## config.mk

```make
export PLATFORM = sky130hd
export DESIGN_NAME = v_addsub_arbiter
export DESIGN_NICKNAME = d
export VERILOG_FILES = /design/src/rtl/v_addsub_arbiter.sv
export SDC_FILE = /design/constraint.sdc
export NUM_CORES = 1
export LEC_CHECK = 0
export BUFFER_PORTS_ARGS = -buffer_cell sky130_fd_sc_hd__clkbuf_2
export CAP_MARGIN = 5
export CORE_MARGIN = 1.5
export CORE_UTILIZATION = 55
export DETAILED_ROUTE_END_ITERATION = 16
export GPL_TIMING_DRIVEN = 0
export PLACE_DENSITY_LB_ADDON = 0.1
export SETUP_SLACK_MARGIN = 0.4
export SYNTH_ARGS = -nofsm -noshare
export SYNTH_HDL_FRONTEND = slang
export SYNTH_SLANG_ARGS = --single-unit
```

## constraint.sdc

```tcl
create_clock -name C -period 5.9 [get_ports C]
set_clock_uncertainty 0.1 [all_clocks]
set_input_delay 0.59 -clock C [delete_from_list [all_inputs] [get_ports C]]
set_output_delay 0.59 -clock C [all_outputs]
set_load 0.01 [all_outputs]
```

## src/rtl/v_addsub_arbiter.sv

```systemverilog
// Round-robin arbiter sharing one unsigned add/sub datapath among NREQ clients.
// Stage 1 grants and captures operands; stage 2 computes and tags the result.
module v_addsub_arbiter #(
    parameter int WIDTH = 8,
    parameter int NREQ  = 4,
    parameter int IDW   = 2
) (
    input  logic                    C,
    input  logic                    CLR,
    input  logic [NREQ-1:0]         REQ,
    input  logic [NREQ-1:0]         ADDSUB,
    input  logic [NREQ*WIDTH-1:0]   A_BUS,
    input  logic [NREQ*WIDTH-1:0]   B_BUS,
    output logic [NREQ-1:0]         ACK,
    output logic [WIDTH-1:0]        RES,
    output logic                    CARRY,
    output logic [IDW-1:0]          RES_ID,
    output logic                    RES_VLD
);

    // Returns {carry_or_borrow, result}; subtraction reports borrow (A < B).
    function automatic logic [WIDTH:0] addsub_f(input logic [WIDTH-1:0] a,
                                                input logic [WIDTH-1:0] b,
                                                input logic             sub);
        logic [WIDTH:0] s;
        if (sub) begin
            s = {1'b0, a} + {1'b0, ~b} + {{WIDTH{1'b0}}, 1'b1};
            s[WIDTH] = ~s[WIDTH];
        end else begin
            s = {1'b0, a} + {1'b0, b};
        end
        return s;
    endfunction

    logic [IDW-1:0]   ptr_q, ptr_d;
    logic [NREQ-1:0]  ack_q;
    logic             opvld_q;
    logic [WIDTH-1:0] a_q, b_q;
    logic             sub_q;
    logic [IDW-1:0]   id_q;
    logic [WIDTH-1:0] res_q;
    logic             carry_q;
    logic [IDW-1:0]   resid_q;
    logic             resvld_q;

    logic [NREQ-1:0]  elig;
    logic             grant;
    logic [IDW-1:0]   win;
    logic [WIDTH-1:0] a_sel, b_sel;
    logic             sub_sel;

    // A client acknowledged this cycle is masked so a held REQ is not captured twice.
    assign elig = REQ & ~ack_q;

    always_comb begin
        logic [IDW-1:0] idx;
        grant   = 1'b0;
        win     = '0;
        idx     = '0;
        a_sel   = '0;
        b_sel   = '0;
        sub_sel = 1'b0;
        for (int k = 0; k < NREQ; k++) begin
            idx = IDW'((int'(ptr_q) + k) % NREQ);
            if (!grant && elig[idx]) begin
                grant = 1'b1;
                win   = idx;
            end
        end
        for (int i = 0; i < NREQ; i++) begin
            if (IDW'(i) == win) begin
                a_sel   = A_BUS[i*WIDTH +: WIDTH];
                b_sel   = B_BUS[i*WIDTH +: WIDTH];
                sub_sel = ADDSUB[i];
            end
        end
        ptr_d = (win == IDW'(NREQ - 1)) ? '0 : win + 1'b1;
    end

    // Stage 1: grant edge
    always_ff @(posedge C or negedge CLR) begin
        if (!CLR) begin
            ptr_q   <= '0;
            ack_q   <= '0;
            opvld_q <= 1'b0;
            a_q     <= '0;
            b_q     <= '0;
            sub_q   <= 1'b0;
            id_q    <= '0;
        end else begin
            opvld_q <= grant;
            ack_q   <= grant ? (NREQ'(1) << win) : '0;
            if (grant) begin
                ptr_q <= ptr_d;
                a_q   <= a_sel;
                b_q   <= b_sel;
                sub_q <= sub_sel;
                id_q  <= win;
            end
        end
    end

    // Stage 2: execute edge
    always_ff @(posedge C or negedge CLR) begin
        if (!CLR) begin
            res_q    <= '0;
            carry_q  <= 1'b0;
            resid_q  <= '0;
            resvld_q <= 1'b0;
        end else begin
            resvld_q <= opvld_q;
            if (opvld_q) begin
                {carry_q, res_q} <= addsub_f(a_q, b_q, sub_q);
                resid_q          <= id_q;
            end
        end
    end

    assign ACK     = ack_q;
    assign RES     = res_q;
    assign CARRY   = carry_q;
    assign RES_ID  = resid_q;
    assign RES_VLD = resvld_q;

endmodule
```

==> results of run 1 <==
## Yosys cell counts (2+ instances only)
| cell | instances | area, um2 |
|---|---|---|
| a211oi_1 | 12 | 90.1 |
| a21o_1 | 4 | 30.0 |
| a21oi_1 | 26 | 130 |
| a221oi_1 | 17 | 149 |
| and3_1 | 2 | 12.5 |
| buf_2 | 11 | 55.1 |
| clkbuf_1 | 9 | 33.8 |
| dfrtp_1 | 38 | 951 |
| fa_1 | 2 | 40.0 |
| ha_1 | 20 | 250 |
| inv_1 | 17 | 63.8 |
| mux2_2 | 4 | 45.0 |
| nand2_1 | 17 | 63.8 |
| nand2b_1 | 5 | 31.3 |
| nand3_1 | 4 | 20.0 |
| nand3b_1 | 2 | 15.0 |
| nor2_1 | 16 | 60.1 |
| nor2b_1 | 28 | 175 |
| nor3_1 | 22 | 110 |
| o211ai_1 | 5 | 37.5 |
| o21ai_0 | 14 | 70.1 |
| o221ai_1 | 2 | 17.5 |
| o31a_1 | 2 | 17.5 |
| or2_2 | 2 | 12.5 |
| xnor2_1 | 3 | 26.3 |
## sequential cells by signal, indices dropped and copies added (netlist names)
register,cells
RES,8
CARRY,1
ptr_q,2
RES_VLD,1
sub_q,1
a_q,8
b_q,8
opvld_q,1
RES_ID,2
id_q,2
ACK,4
## power by group
part	switching [mW]	internal [mW]	total, mW	leakage [nW]
sequential	0.0863	0.400	0.486	0.456
clock	0.0855	0.0809	0.166	0.0373
combinational	0.734	0.581	1.31	1.09
## critical path, delay by kind of cell, from the launching register on
family | cells | cell delay [ns]
mux | 1 | 0.32
simple gates | 3 | 0.63
compound gates | 2 | 0.50
buf+inv | 3 | 0.84
flops | 1 | 0.39
fa+ha+maj | 1 | 0.15
## routing by layer
layer	vias to the layer above	track usage	part of all wire
li1	1276	-	-
met1	1175	0.324	0.45
met2	96	0.454	0.49
met3	7	0.0486	0.054
met4	0	0.0797	0.010
met5	-	0	0
## kinds of logic after synthesis
| kind of cell | count (synthesis) | share of synthesized area |
|---|---|---|
| and+or+nand+nor | 100 | 0.195 |
| AOI/OAI and AO/OA | 93 | 0.243 |
| buffers and inverters | 38 | 0.0594 |
| DFF | 38 | 0.361 |
| adders and majority gates | 22 | 0.110 |
| muxes | 5 | 0.0209 |
| xor gates and xnor gates | 3 | 0.00998 |
## final cells by class
type                       instances  area (um2)  area share
inverter                          17        63.8      0.0198
timing repair buffer              89         445       0.138
buffer                            21        92.6      0.0287
multi-input combinational        223        1530       0.473
sequential                        38         951       0.295
clock inverter                     1        7.51     0.00233
clock buffer                       6        72.6      0.0225
tap                               52        65.1      0.0202
## worst max path at each step
stage,start,endpoint,depth (start not counted)
floorplan,REQ[1],a_q[1],12
global placement,REQ[1],a_q[6],11
detailed placement,REQ[1],a_q[6],11
CTS,ACK[1],a_q[6],10
global route,ACK[1],a_q[6],10
finish,ACK[1],a_q[6],10
==> summary.txt, run 1 <==
CTS Sinks -> 38
Max-slew headroom -> 0.402
Fill count -> 362
Worst Hold Path Cells -> 0
Synth-to-Final Area Change -> 22.4%
Yosys warnings -> 0
Top_reg_cell synth -> dfrtp_1
R2R Path End -> a_q[6]
Clk_lat worst skew -> 0.29 ns
Vias after detailed routing -> 2554
Vias in the first global route -> 2499
Hold Vio Cnt, Final -> 0
Worst Tran Pin Value -> 0.897 ns
Die area -> 5210 um2
Worst-path fanout max -> 10
Post-place instance area -> 3140 um2
Die X -> 72.2 um
Final TNS setup -> 0 ns
CP Launch Type -> flop
DP HPWL -> 5240 um
Critical path cell sequence -> nor2b_1 > nor2_1 > o31a_1 > or2_2 > inv_1 > ha_1 > clkbuf_1 > clkbuf_1 > o21ai_0 > mux2_2
Yosys reg bits -> 38
Site Rows -> 24
Post-synth ARST share -> 1.00
Critical Path Sink Type -> flop
Share of post-route cells with drive strength above 1 -> 0.286
Final Util -> 0.721
GP Congestion -> 0.883
Initial antenna violation count -> 0
CTS tree -> done
Worst-case clock buffer depth -> 2
First-pass GRT wire length -> 10700 um
Synth cell types -> 40
Grt total ovfl -> 0
Status -> finished, final reports clean
PnR worst setup slack -> 2.85 ns
R2R setup slack -> 2.85 ns
Post-CTS Hold Fix Bufs -> 0
# H-tree levels -> 2
CP Data Required Time -> 5.98 ns
# placed instances -> 440
Pwr Total -> 1.97 mW
P per Cell Area -> 610 nW/um2
Fin nets -> 491
Post_cts resized -> 0
Hold Slack -> 0.281 ns
Clock transition at path regs -> 0.07 ns
Post-Place Setup Slack -> 2.65 ns
Final setup vio count -> 0
I/O pins -> 90
Final instance area -> 3220 um2
CP max stage delay -> 0.44 ns
Slew Limit Fails -> 0
R2R cell count -> 10
Via density -> 5.71
Fin cells -> 447
Peak supply drop -> 0.323 mV
Final wirelength -> 6430 um
Seq/Total Area, Yosys -> 0.361
Hold EP -> RES_VLD
Core Area -> 4470 um2
Post-synth EDFFs -> 0
Port Buffers -> 89
Antenna cells -> 0
Die Ht -> 72.2 um
Post-synthesis cell count -> 299
Lkg Pwr -> 1.58 nW
DRT antenna net count -> 0
Root Buffer -> clkbuf_8
Residual DRC -> 0
Synthesized Nets -> 395
Highest-count cells in the layout ignoring fill and taps -> 89 x clkbuf_2, 38 x dfrtp_1, 28 x nor2b_1
Commonest non-fill, non-tap cell in the layout -> clkbuf_2
GRT Util Overall -> 0.259
Maxcap violations -> 0
WL per Instance -> 14.4 um
Critical path's slowest cell -> clkbuf_1
Crit Path Category -> reg -> reg
Fmax -> 328 MHz
Post-route clock period utilization -> 0.516
Effective utilization at floorplan -> 0.589
Hold Path Class -> reg -> reg
First DRT Iteration DRCs -> 144
Syn Area/Cell -> 8.81 um2
CP dominant cell by count -> clkbuf_1
Crit path DAT -> 3.12 ns
FF-to-FF Start -> ACK[1]
TritonCTS Buffers -> 5
Pin count of the biggest net entering global routing -> 39
Drt first pass iters -> 4
Hold Crit Start -> opvld_q
RSZ-0062 raised after global routing -> false
Post-CTS Setup Repair Bufs -> 0
Mapped Area -> 2630 um2
Final min period -> 3.05 ns
No activity file was read; power rests on OpenSTA's default activity.
==> run 2: changes to the inputs <==
--- a/config.mk
+++ b/config.mk
@@ -8,7 +8,7 @@
 export BUFFER_PORTS_ARGS = -buffer_cell sky130_fd_sc_hd__clkbuf_2
 export CAP_MARGIN = 5
 export CORE_MARGIN = 1.5
-export CORE_UTILIZATION = 55
+export CORE_UTILIZATION = 46
 export DETAILED_ROUTE_END_ITERATION = 16
 export GPL_TIMING_DRIVEN = 0
 export PLACE_DENSITY_LB_ADDON = 0.1
==> constraint.sdc (replaced) <==
create_clock -name C -period 2.8 [get_ports C]
set_clock_uncertainty 0.1 [all_clocks]
set_input_delay 0.28 -clock C [delete_from_list [all_inputs] [get_ports C]]
set_output_delay 0.28 -clock C [all_outputs]
set_load 0.01 [all_outputs]
==> run 2 against run 1 <==
Worst hold slack worse by 0.26 ns. First-iteration DRC count is 13% lower. Via count is 4.2% higher. Non-clock buffer count is 10 higher. Sequential cell count stayed put. Die area is 19% higher. Largest power group unchanged.
==> summary.txt, run 2 (synthesized netlist as in run 1, its figures left out) <==
Core Area -> 5510 um2
Max-slew headroom -> 0.390
Effective utilization at floorplan -> 0.478
Peak supply drop -> 0.722 mV
Die area -> 6190 um2
Residual DRC -> 0
Net Sw Frac -> 0.449
Comb pwr share -> 0.715
Site Rows -> 27
Port Buffers -> 89
GRT Util Overall -> 0.242
DP HPWL -> 5450 um
Hold Vio Cnt, Final -> 0
CTS Sinks -> 38
Fin nets -> 501
CP Launch Type -> flop
Critical Path Sink Type -> flop
Int Pwr -> 2.72 mW
Highest-count cells in the layout ignoring fill and taps -> 93 x clkbuf_2, 38 x dfrtp_1, 25 x nor2b_1
R2R setup slack -> 0.21 ns
First-pass GRT wire length -> 11900 um
Slew Limit Fails -> 0
Root Buffer -> clkbuf_8
Lkg Pwr -> 1.75 nW
Vias after detailed routing -> 2662
Initial antenna violation count -> 0
Status -> finished, final reports clean
# H-tree levels -> 2
Vias in the first global route -> 2539
Post-Place Setup Slack -> 0.111 ns
Grt total ovfl -> 0
Final setup vio count -> 0
Crit Path Category -> reg -> reg
Worst-case clock buffer depth -> 2
Worst-path fanout max -> 5
Fmax -> 386 MHz
Final Util -> 0.663
Switch Pwr -> 2.22 mW
Final TNS setup -> 0 ns
Die Ht -> 78.7 um
Worst Tran Pin Value -> 0.915 ns
Power share of the clock group -> 0.077
Synth-to-Final Area Change -> 38.6%
Pin count of the biggest net entering global routing -> 39
Pwr Total -> 4.94 mW
Multi-input gate area -> 1750 um2
Seq pwr share -> 0.208
TritonCTS Buffers -> 5
Maxcap violations -> 0
I/O pins -> 90
DRT antenna net count -> 0
Post-place instance area -> 3220 um2
Drt first pass iters -> 4
Die X -> 78.7 um
P per Cell Area -> 1350 nW/um2
CP Data Required Time -> 2.86 ns
First DRT Iteration DRCs -> 126
PnR worst setup slack -> 0.207 ns
WL per Instance -> 15.7 um
Fill count -> 459
Final wirelength -> 7490 um
CTS tree -> done
Clock transition at path regs -> 0.07 ns
Via density -> 5.57
Commonest non-fill, non-tap cell in the layout -> clkbuf_2
Post-CTS Hold Fix Bufs -> 0
Final instance area -> 3650 um2
GP Congestion -> 0.814
Antenna cells -> 0
Register area -> 951 um2
Final min period -> 2.59 ns
Clk_lat worst skew -> 0.28 ns
Crit path DAT -> 2.66 ns
Hold Path Class -> in -> async
Post-route clock period utilization -> 0.926
Share of post-route cells with drive strength above 1 -> 0.409
RSZ-0062 raised after global routing -> true
==> run 2: cell types whose count changed in the layout (fill, tap and decap cells not counted), sizes merged <==
cell	change
buf	+12
clkinv	+1
clkbuf	-1
clkinvlp	-1
==> run 2: per-layer routing <==
metal / global-route usage / wire [um] / up-vias
li1: - / - / 1299
met1: 0.315 / 3190 / 1218
met2: 0.408 / 3720 / 135
met3: 0.0488 / 488 / 10
met4: 0.0679 / 92 / 0
met5: 0 / 0 / -
==> run 2: area by class of cell <==
| cell class | instances | area share |
|---|---|---|
| Inverter | 17 | 0.0182 |
| Sequential cell | 38 | 0.260 |
| Tap cell | 72 | 0.0247 |
| Multi-Input combinational cell | 223 | 0.480 |
| Clock buffer | 7 | 0.0236 |
| Timing Repair Buffer | 99 | 0.147 |
| Clock inverter | 1 | 0.00137 |
| Buffer | 21 | 0.0439 |
==> run 2: stage by stage <==
step,std cells,hold slack [ns]
CTS,471,0.0450
finish,478,0.0231
global placement,460,0.256
floorplan,299,-0.116
detailed placement,460,0.262
global route,478,0.0859
==> run 2: critical path, stage by stage, from the launching register on <==
cell	delay [ns]
dfrtp_1	0.41
nor2b_4	0.16
nor2_2	0.05
o31a_1	0.29
or2_4	0.28
ha_4	0.17
nor2b_4	0.12
buf_6	0.12
buf_8	0.12
a221oi_1	0.30
nor3_1	0.08
a211oi_1	0.21
a21oi_1	0.06
==> run 2: power by group through the flow <==
stage	registers [mW]	clock network (mW)	logic [mW]
after floorplan	1.05	0	2.11
after global placement	1.01	0	2.77
after detailed placement	1.03	0	2.84
after CTS	1.03	0.394	3.07
after global routing	1.07	0.416	3.89
final	1.03	0.378	3.54
==> run 2: final timing paths <==
path	from	end	depth (start not counted)
min in group C	B_BUS[26]	b_q[2]	3
hold reg to reg	opvld_q	RES_VLD	0
setup / recovery	ACK[1]	b_q[4]	12
hold / removal	CLR	RES[6]	1
max in group asynchronous	CLR	b_q[1]	1
setup reg to reg	ACK[1]	b_q[4]	12
==> run 2: timing repair <==
action	CTS	global route
pin swaps	8	17
endpoints found under the hold margin	0	0
resized for setup	29	39
buffers inserted	3	6
endpoints found under the setup margin	18	17
gates cloned	0	1
